File: config.mk
export PLATFORM = sky130hd
export DESIGN_NAME = rmii_rx_framer
export DESIGN_NICKNAME = d
export VERILOG_FILES = /design/src/rtl/rmii_rx_framer.sv
export SDC_FILE = /design/constraint.sdc
export NUM_CORES = 1
export LEC_CHECK = 0
export CAP_MARGIN = 20
export CORE_MARGIN = 10
export CORE_UTILIZATION = 57
export DETAILED_ROUTE_END_ITERATION = 6
export PLACE_DENSITY_LB_ADDON = 0.12
export REMOVE_ABC_BUFFERS = 1
export SLEW_MARGIN = 20
export SYNTH_ARGS = -nofsm -noshare
export SYNTH_HDL_FRONTEND = slang
export SYNTH_SLANG_ARGS = --single-unit
File: constraint.sdc
create_clock -name clk -period 2.7 [get_ports clk]
set_input_delay 0.405 -clock clk [delete_from_list [all_inputs] [get_ports clk]]
set_output_delay 0.405 -clock clk [all_outputs]
set_load 0.05 [all_outputs]
File: src/rtl/rmii_rx_framer.sv
// RMII receive framer: strips preamble and SFD from the PHY dibit stream and
// forwards the frame body as a gap-free dibit stream with done/err status.
//
// state     | meaning
// WAIT_IDLE | ignore the line until crsdv is low on two consecutive samples
// IDLE      | line quiet, waiting for the first 01 preamble dibit
// PREAMBLE  | counting 01 dibits, looking for the 11 SFD
// BODY      | forwarding body dibits until the carrier ends
module rmii_rx_framer #(
  parameter int MIN_PREAMBLE     = 8,
  parameter int MAX_FRAME_DIBITS = 6072
) (
  input  logic       clk,
  input  logic       rst,
  input  logic       crsdv,
  input  logic [1:0] rxd,
  output logic       outclk,
  output logic [1:0] out,
  output logic       done,
  output logic       err
);

  localparam int PW = $clog2(MIN_PREAMBLE + 1);
  localparam int BW = $clog2(MAX_FRAME_DIBITS + 1);
  localparam logic [PW-1:0] PCNT_MAX = PW'(MIN_PREAMBLE);
  localparam logic [BW-1:0] BCNT_MAX = BW'(MAX_FRAME_DIBITS);

  typedef enum logic [1:0] {
    S_WAIT_IDLE = 2'd0,
    S_IDLE      = 2'd1,
    S_PREAMBLE  = 2'd2,
    S_BODY      = 2'd3
  } state_t;

  state_t          state_q;
  logic            crsdv_q;
  logic [1:0]      rxd_q;
  logic [PW-1:0]   pcnt_q;
  logic [BW-1:0]   bcnt_q;
  logic            outclk_q;
  logic [1:0]      out_q;
  logic            done_q;
  logic            err_q;
  logic            line_idle;

  // A low crsdv_q followed by a high crsdv is a PHY toggle, so the sample is
  // still carrier; only two lows in a row mean the frame is over.
  assign line_idle = !crsdv_q && !crsdv;

  always_ff @(posedge clk or posedge rst) begin
    if (rst) begin
      state_q  <= S_WAIT_IDLE;
      crsdv_q  <= 1'b0;
      rxd_q    <= 2'b00;
      pcnt_q   <= '0;
      bcnt_q   <= '0;
      outclk_q <= 1'b0;
      out_q    <= 2'b00;
      done_q   <= 1'b0;
      err_q    <= 1'b0;
    end else begin
      crsdv_q  <= crsdv;
      rxd_q    <= rxd;
      outclk_q <= 1'b0;
      out_q    <= 2'b00;
      done_q   <= 1'b0;
      err_q    <= 1'b0;
      case (state_q)
        S_WAIT_IDLE: begin
          if (line_idle) state_q <= S_IDLE;
        end
        S_IDLE: begin
          if (!line_idle) begin
            case (rxd_q)
              2'b00: state_q <= S_IDLE;
              2'b01: begin
                state_q <= S_PREAMBLE;
                pcnt_q  <= PW'(1);
              end
              default: begin
                err_q   <= 1'b1;
                state_q <= S_WAIT_IDLE;
              end
            endcase
          end
        end
        S_PREAMBLE: begin
          if (line_idle) begin
            state_q <= S_IDLE;
          end else if (rxd_q == 2'b01) begin
            if (pcnt_q != PCNT_MAX) pcnt_q <= pcnt_q + PW'(1);
          end else if (rxd_q == 2'b11 && pcnt_q >= PCNT_MAX) begin
            state_q <= S_BODY;
            bcnt_q  <= '0;
          end else begin
            err_q   <= 1'b1;
            state_q <= S_WAIT_IDLE;
          end
        end
        S_BODY: begin
          if (line_idle) begin
            state_q <= S_IDLE;
            if (bcnt_q[1:0] == 2'b00) done_q <= 1'b1;
            else                      err_q  <= 1'b1;
          end else if (bcnt_q == BCNT_MAX) begin
            err_q   <= 1'b1;
            state_q <= S_WAIT_IDLE;
          end else begin
            outclk_q <= 1'b1;
            out_q    <= rxd_q;
            bcnt_q   <= bcnt_q + BW'(1);
          end
        end
        default: state_q <= S_WAIT_IDLE;
      endcase
    end
  end

  assign outclk = outclk_q;
  assign out    = out_q;
  assign done   = done_q;
  assign err    = err_q;

endmodule

# Word-level counts from Yosys, hierarchy flattened
# Index checks and enable logic that the tools add are counted.
# totals
word_cells,83
in_bits,5
output_inout_bits,5
reg_bits,27
# op_classes
n_reduce_logical,13
addsub,2
n_mux,39
magnitude_cmp,1
n_eq_ne,19
# ops
op,count
13-bit 2-to-1 mux,5
13-bit one-hot mux with 2 select lines,1
2-bit 2-to-1 mux,10
4-bit 2-to-1 mux,5
2-bit != test (second input constant),10
1-bit 2-to-1 mux,14
13-bit by 1-bit adder with 13-bit output (second input constant),1
13-bit == test (second input constant),1
6-bit AND reduction,2
2-bit one-hot mux with 4 select lines,1
4-bit one-hot mux with 2 select lines,1
2-bit == test (second input constant),3
2-bit zero test,3
3-bit != test (second input constant),2
4-bit by 1-bit adder with 4-bit output (second input constant),1
2-bit by 1-bit == test with 1-bit output (second input constant),2
4-bit >= comparator (second input constant),1
4-bit != test (second input constant),1
2-bit one-hot mux with 2 select lines,1
4-bit AND reduction,1
2-bit nonzero test,2
1-bit one-hot mux with 3 select lines,1
1-bit logical AND,2
1-bit zero test,2
2-bit OR reduction,1

# Longest topological paths before layout
# depth
depth_word,6
ltp_mapped,8
mapped_depth_nobuf,8

# Worst setup path before layout
# Ideal clock, no wire load.
# synth_timing
kind,reg-to-reg
from,reg bcnt_q[0]
to,reg bcnt_q[8]
setup_slack_ns,0.779
required_ns,2.622
arrival_ns,1.843
path_stages_with_launch,9
period_less_slack_ns,1.921
cell_sequence,dfrtp_1 > inv_1 > ha_1 > nor4b_2 > a41oi_4 > a21oi_2 > buf_6 > or4_1 > a21oi_1
# synth_via
elab_chain_cells,4
word_cells_on_any_way,7
cone_classes,1 x add/sub; 2 x eq/ne; 3 x mux; 1 x reduce/logical
# synth_rtl
item,line_no,text
"start, declared",39,logic [BW-1:0] bcnt_q;
"start signal, assigned",111,bcnt_q <= bcnt_q + BW'(1);
13-bit by 1-bit adder with 13-bit output,111,
13-bit 2-to-1 mux,105,end else if (bcnt_q == BCNT_MAX) begin
13-bit 2-to-1 mux,101,if (line_idle) begin
13-bit one-hot mux with 2 select lines,68,case (state_q)
# Parallel ways exist; a longest one is shown, timed or not. The select of a mux whose other input is x is not followed.
# A chain may end at the register's enable or synchronous reset.

# Final worst setup path
# layout_timing
from,reg bcnt_q[0]
to,reg bcnt_q[10]
# The elaborated chain is that of the path after synthesis.

==> impl_metrics.csv <==
group,metric,value,unit
run_status,status,"finished clean",
synth,synth-edff-count,0,
clock_tree,cts_hold_buf,0,
synth,synth-seq-area-share,47.0,%
timing,slew_headroom,64.3,%
drt,viasPerCell,5.92,
cells_and_area,finalNetCount,172,
setup_path,crit_required,2.95,ns
floorplan,die_w,70.2,um
drt,wl_per_cell,14.9,um
setup_path,r2r_cells,7,
synth,netlist_area,1440,um2
timing,clock_skew,0.00613,ns
cells_and_area,seq_area,676,um2
floorplan,core,2430,um2
pwr,switching_share,34.1,%
place,place_hpwl,2170,um
setup_path,cp-start-kind,"flip-flop",
pwr,pwr-share-seq,57.6,%
pwr,ir_drop,0.000448,V
synth,ys.flop_type,"dfrtp_1",
pwr,powerDensity,594,nW/um2
drt,drtIter0Drc,90,
setup_path,cp.arrival,2.34,ns
pwr,pwr-share-comb,24.3,%
timing,fmax,479,MHz
floorplan,die_area,4930,um2
timing,post-route-min-period,2.09,ns
setup_path,critical_path_class,"flip-flop to flip-flop",
flow_run,drv_cap,0,
cells_and_area,syn2layout_area_growth,9.15,%
timing,hold_ws,0.425,ns
synth,synth-seq-cells,27,
floorplan,start_util,59.1,%
grt,grt_max_degree,28,
synth,synthArstFlopShare,100,%
setup_path,r2r_end,"bcnt_q[10]",
synth,synth_top_cell_area_share,47.0,%
grt,grt_overflow_total,0,
pwr,pwr-share-clk,18.1,%
pwr,p_sw,0.317,mW
clock_tree,clock_path_buffers,2,
drt,vias,1136,
cells_and_area,antenna_cells,0,
synth,yosysTopAreaCell,"dfrtp_1",
synth,avgSynthCellArea,9.39,um2
timing,fin_crit_sh,77.3,%
synth,synth_cell_types,42,
pwr,p_int,0.613,mW
cells_and_area,multi_input_area,693,um2
setup_path,slowest_stage,"or4_1",
drt,firstDrtPassIters,4,
setup_path,r2r-start,"bcnt_q[0]",
clock_tree,cts_sinks,27,
drt,drc_errors,0,
clock_tree,cts.repair.resized,0,
timing,finalSetupViolCount,0,
clock_tree,cts_tree,"done",
clock_tree,htree_levels,1,
synth,syn_inst,153,
timing,rsz0062_at_grt,"no",
timing,finalHoldViolCount,0,
floorplan,die_h,70.2,um
cells_and_area,final_layout_size_suffix_gt1_share,7.41,%
timing,slew_viol_final,0,
cells_and_area,final_cells,192,
floorplan,io_pins,10,
setup_path,crit_buf_inv,1,
hold_path,min_path_type,"input pin to async pin",
floorplan,num_rows,18,
place,dp.cells,188,
clock_tree,clk_pin_slew,0.14,ns
timing,worstMarginPinSlew,0.532,ns
synth,yosys_warnings,0,
place,portBuffers,9,
setup_path,crit_family,"simple AND/OR/NAND/NOR gates",
drt,antenna_left,0,
synth,yosysMostFrequentCell,"dfrtp_1",
grt,antenna_found_initial,0,
cells_and_area,finalInstanceArea,1570,um2
setup_path,crit_path_cell_trace,"inv_1 > ha_1 > nor4b_2 > a41oi_4 > a21oi_2 > or4_1 > a21oi_1",
cells_and_area,fillers,217,
clock_tree,numCtsBuffers,3,
place,place_area,1540,um2
setup_path,slowest_delay,0.49,ns
clock_tree,clock_latency,0.32,ns
pwr,leakagePower,0.665,nW
clock_tree,cts_setup_buffers,0,
drt,wl,2860,um
timing,finalSetupTns,0,ns
grt,grt_pass1_wl,5160,um
setup_path,critPathCaptureType,"flip-flop",
place,gp_congestion,0.924,
synth,yosys-top-cells-area,"dfrtp_1 47%, o21ai_0 4.5%, nand2_1 4.4%",
grt,grt.total_usage,12.0,%
setup_path,cp_max_fo,11,
grt,grt_pass1_vias,1162,
clock_tree,clock-root-buffer,"clkbuf_4",
setup_path,rrSetupSlack,0.61,ns
synth,synth_common_cells,"27 x dfrtp_1, 17 x nand2_1, 14 x nor2_1",
## cell type report
type | count | share of cell area (%)
Clock buffer | 4 | 1.68
Inverter | 10 | 2.39
Multi-Input combinational cell | 111 | 44.2
Sequential cell | 27 | 43.1
Tap cell | 30 | 2.39
Timing Repair Buffer | 10 | 6.23
## flip-flops by register name, summed over array words and instances, names as in the netlist
name,cells
bcnt_q,13
crsdv_q,1
done,1
err,1
out,2
outclk,1
pcnt_q,4
rxd_q,2
state_q,2
## power groups by stage
stage	registers, mW	clock network, mW	logic (mW)
6_report	0.536	0.169	0.226
5_1_grt	0.549	0.192	0.267
4_1_cts	0.535	0.179	0.228
3_5_place_dp	0.543	0	0.227
3_3_place_gp	0.540	0	0.219
2_1_floorplan	0.541	0	0.160
## placed cells by master (no fill, tap or decap), drive strengths merged
master	Yosys	layout
nor2	14	14
xnor2	3	3
and3	4	4
dfrtp	27	27
nand2	18	18
nor3b	1	1
o21ai	16	16
clkdlybuf4s50	0	9
and4	2	2
ha	4	4
nor4bb	1	1
inv	10	10
o2111ai	1	1
nor3	6	6
o211ai	1	1
a41oi	1	1
or4	2	2
buf	2	1
nor4	1	1
o31ai	3	3
xor2	1	1
a211oi	1	1
nand2b	2	2
o21bai	1	1
clkbuf	3	4
nand4b	1	1
a21oi	9	9
and2	2	2
mux2i	1	1
or2	1	1
nand3	6	6
nor4b	1	1
a31oi	4	4
nor2b	1	1
a2111o	1	1
nand3b	1	1
## cell families after synthesis
family          after synthesis  synth area share (%)
flops                        27                  47.0
mux                           1                 0.697
xor+xnor                      4                  2.44
buf+inv                      15                  4.70
simple gates                 64                  24.5
fa+ha+maj                     4                  3.48
compound gates               38                  17.2
## metal layers
layer / track usage, % / vias up / part of all wire [%]
li1: - / 556 / -
met3: 2.40 / 8 / 4.8
met5: 0 / - / 0
met1: 15.3 / 554 / 46
met4: 4.17 / 0 / 1.5
met2: 19.4 / 18 / 48
## worst min-delay path: stages
cell and delay, ns:
clkdlybuf4s50_1 0.39, inv_1 0.05, buf_4 0.31
## worst max path at each step
| stage | startpoint | slack, ns | cells past startpoint | endpoint |
|---|---|---|---|---|
| 2_1_floorplan | bcnt_q[0] | 0.84 | 7 | bcnt_q[10] |
| 3_3_place_gp | crsdv | 0.56 | 6 | bcnt_q[10] |
| 3_5_place_dp | crsdv | 0.51 | 6 | bcnt_q[10] |
| 4_1_cts | bcnt_q[0] | 0.62 | 7 | bcnt_q[10] |
| 5_1_grt | bcnt_q[0] | 0.46 | 7 | bcnt_q[10] |
| 6_report | bcnt_q[0] | 0.61 | 7 | bcnt_q[10] |
## through the flow
step	worst slack, ns	utilization (%)	power (mW)
finish	0.612	64.5	0.931
global route	0.457	64.5	1.01
CTS	0.617	64.5	0.942
detailed placement	0.507	63.4	0.770
global placement	0.560	63.4	0.760
floorplan	0.838	-	0.701
(Power assumes the default switching activity.)
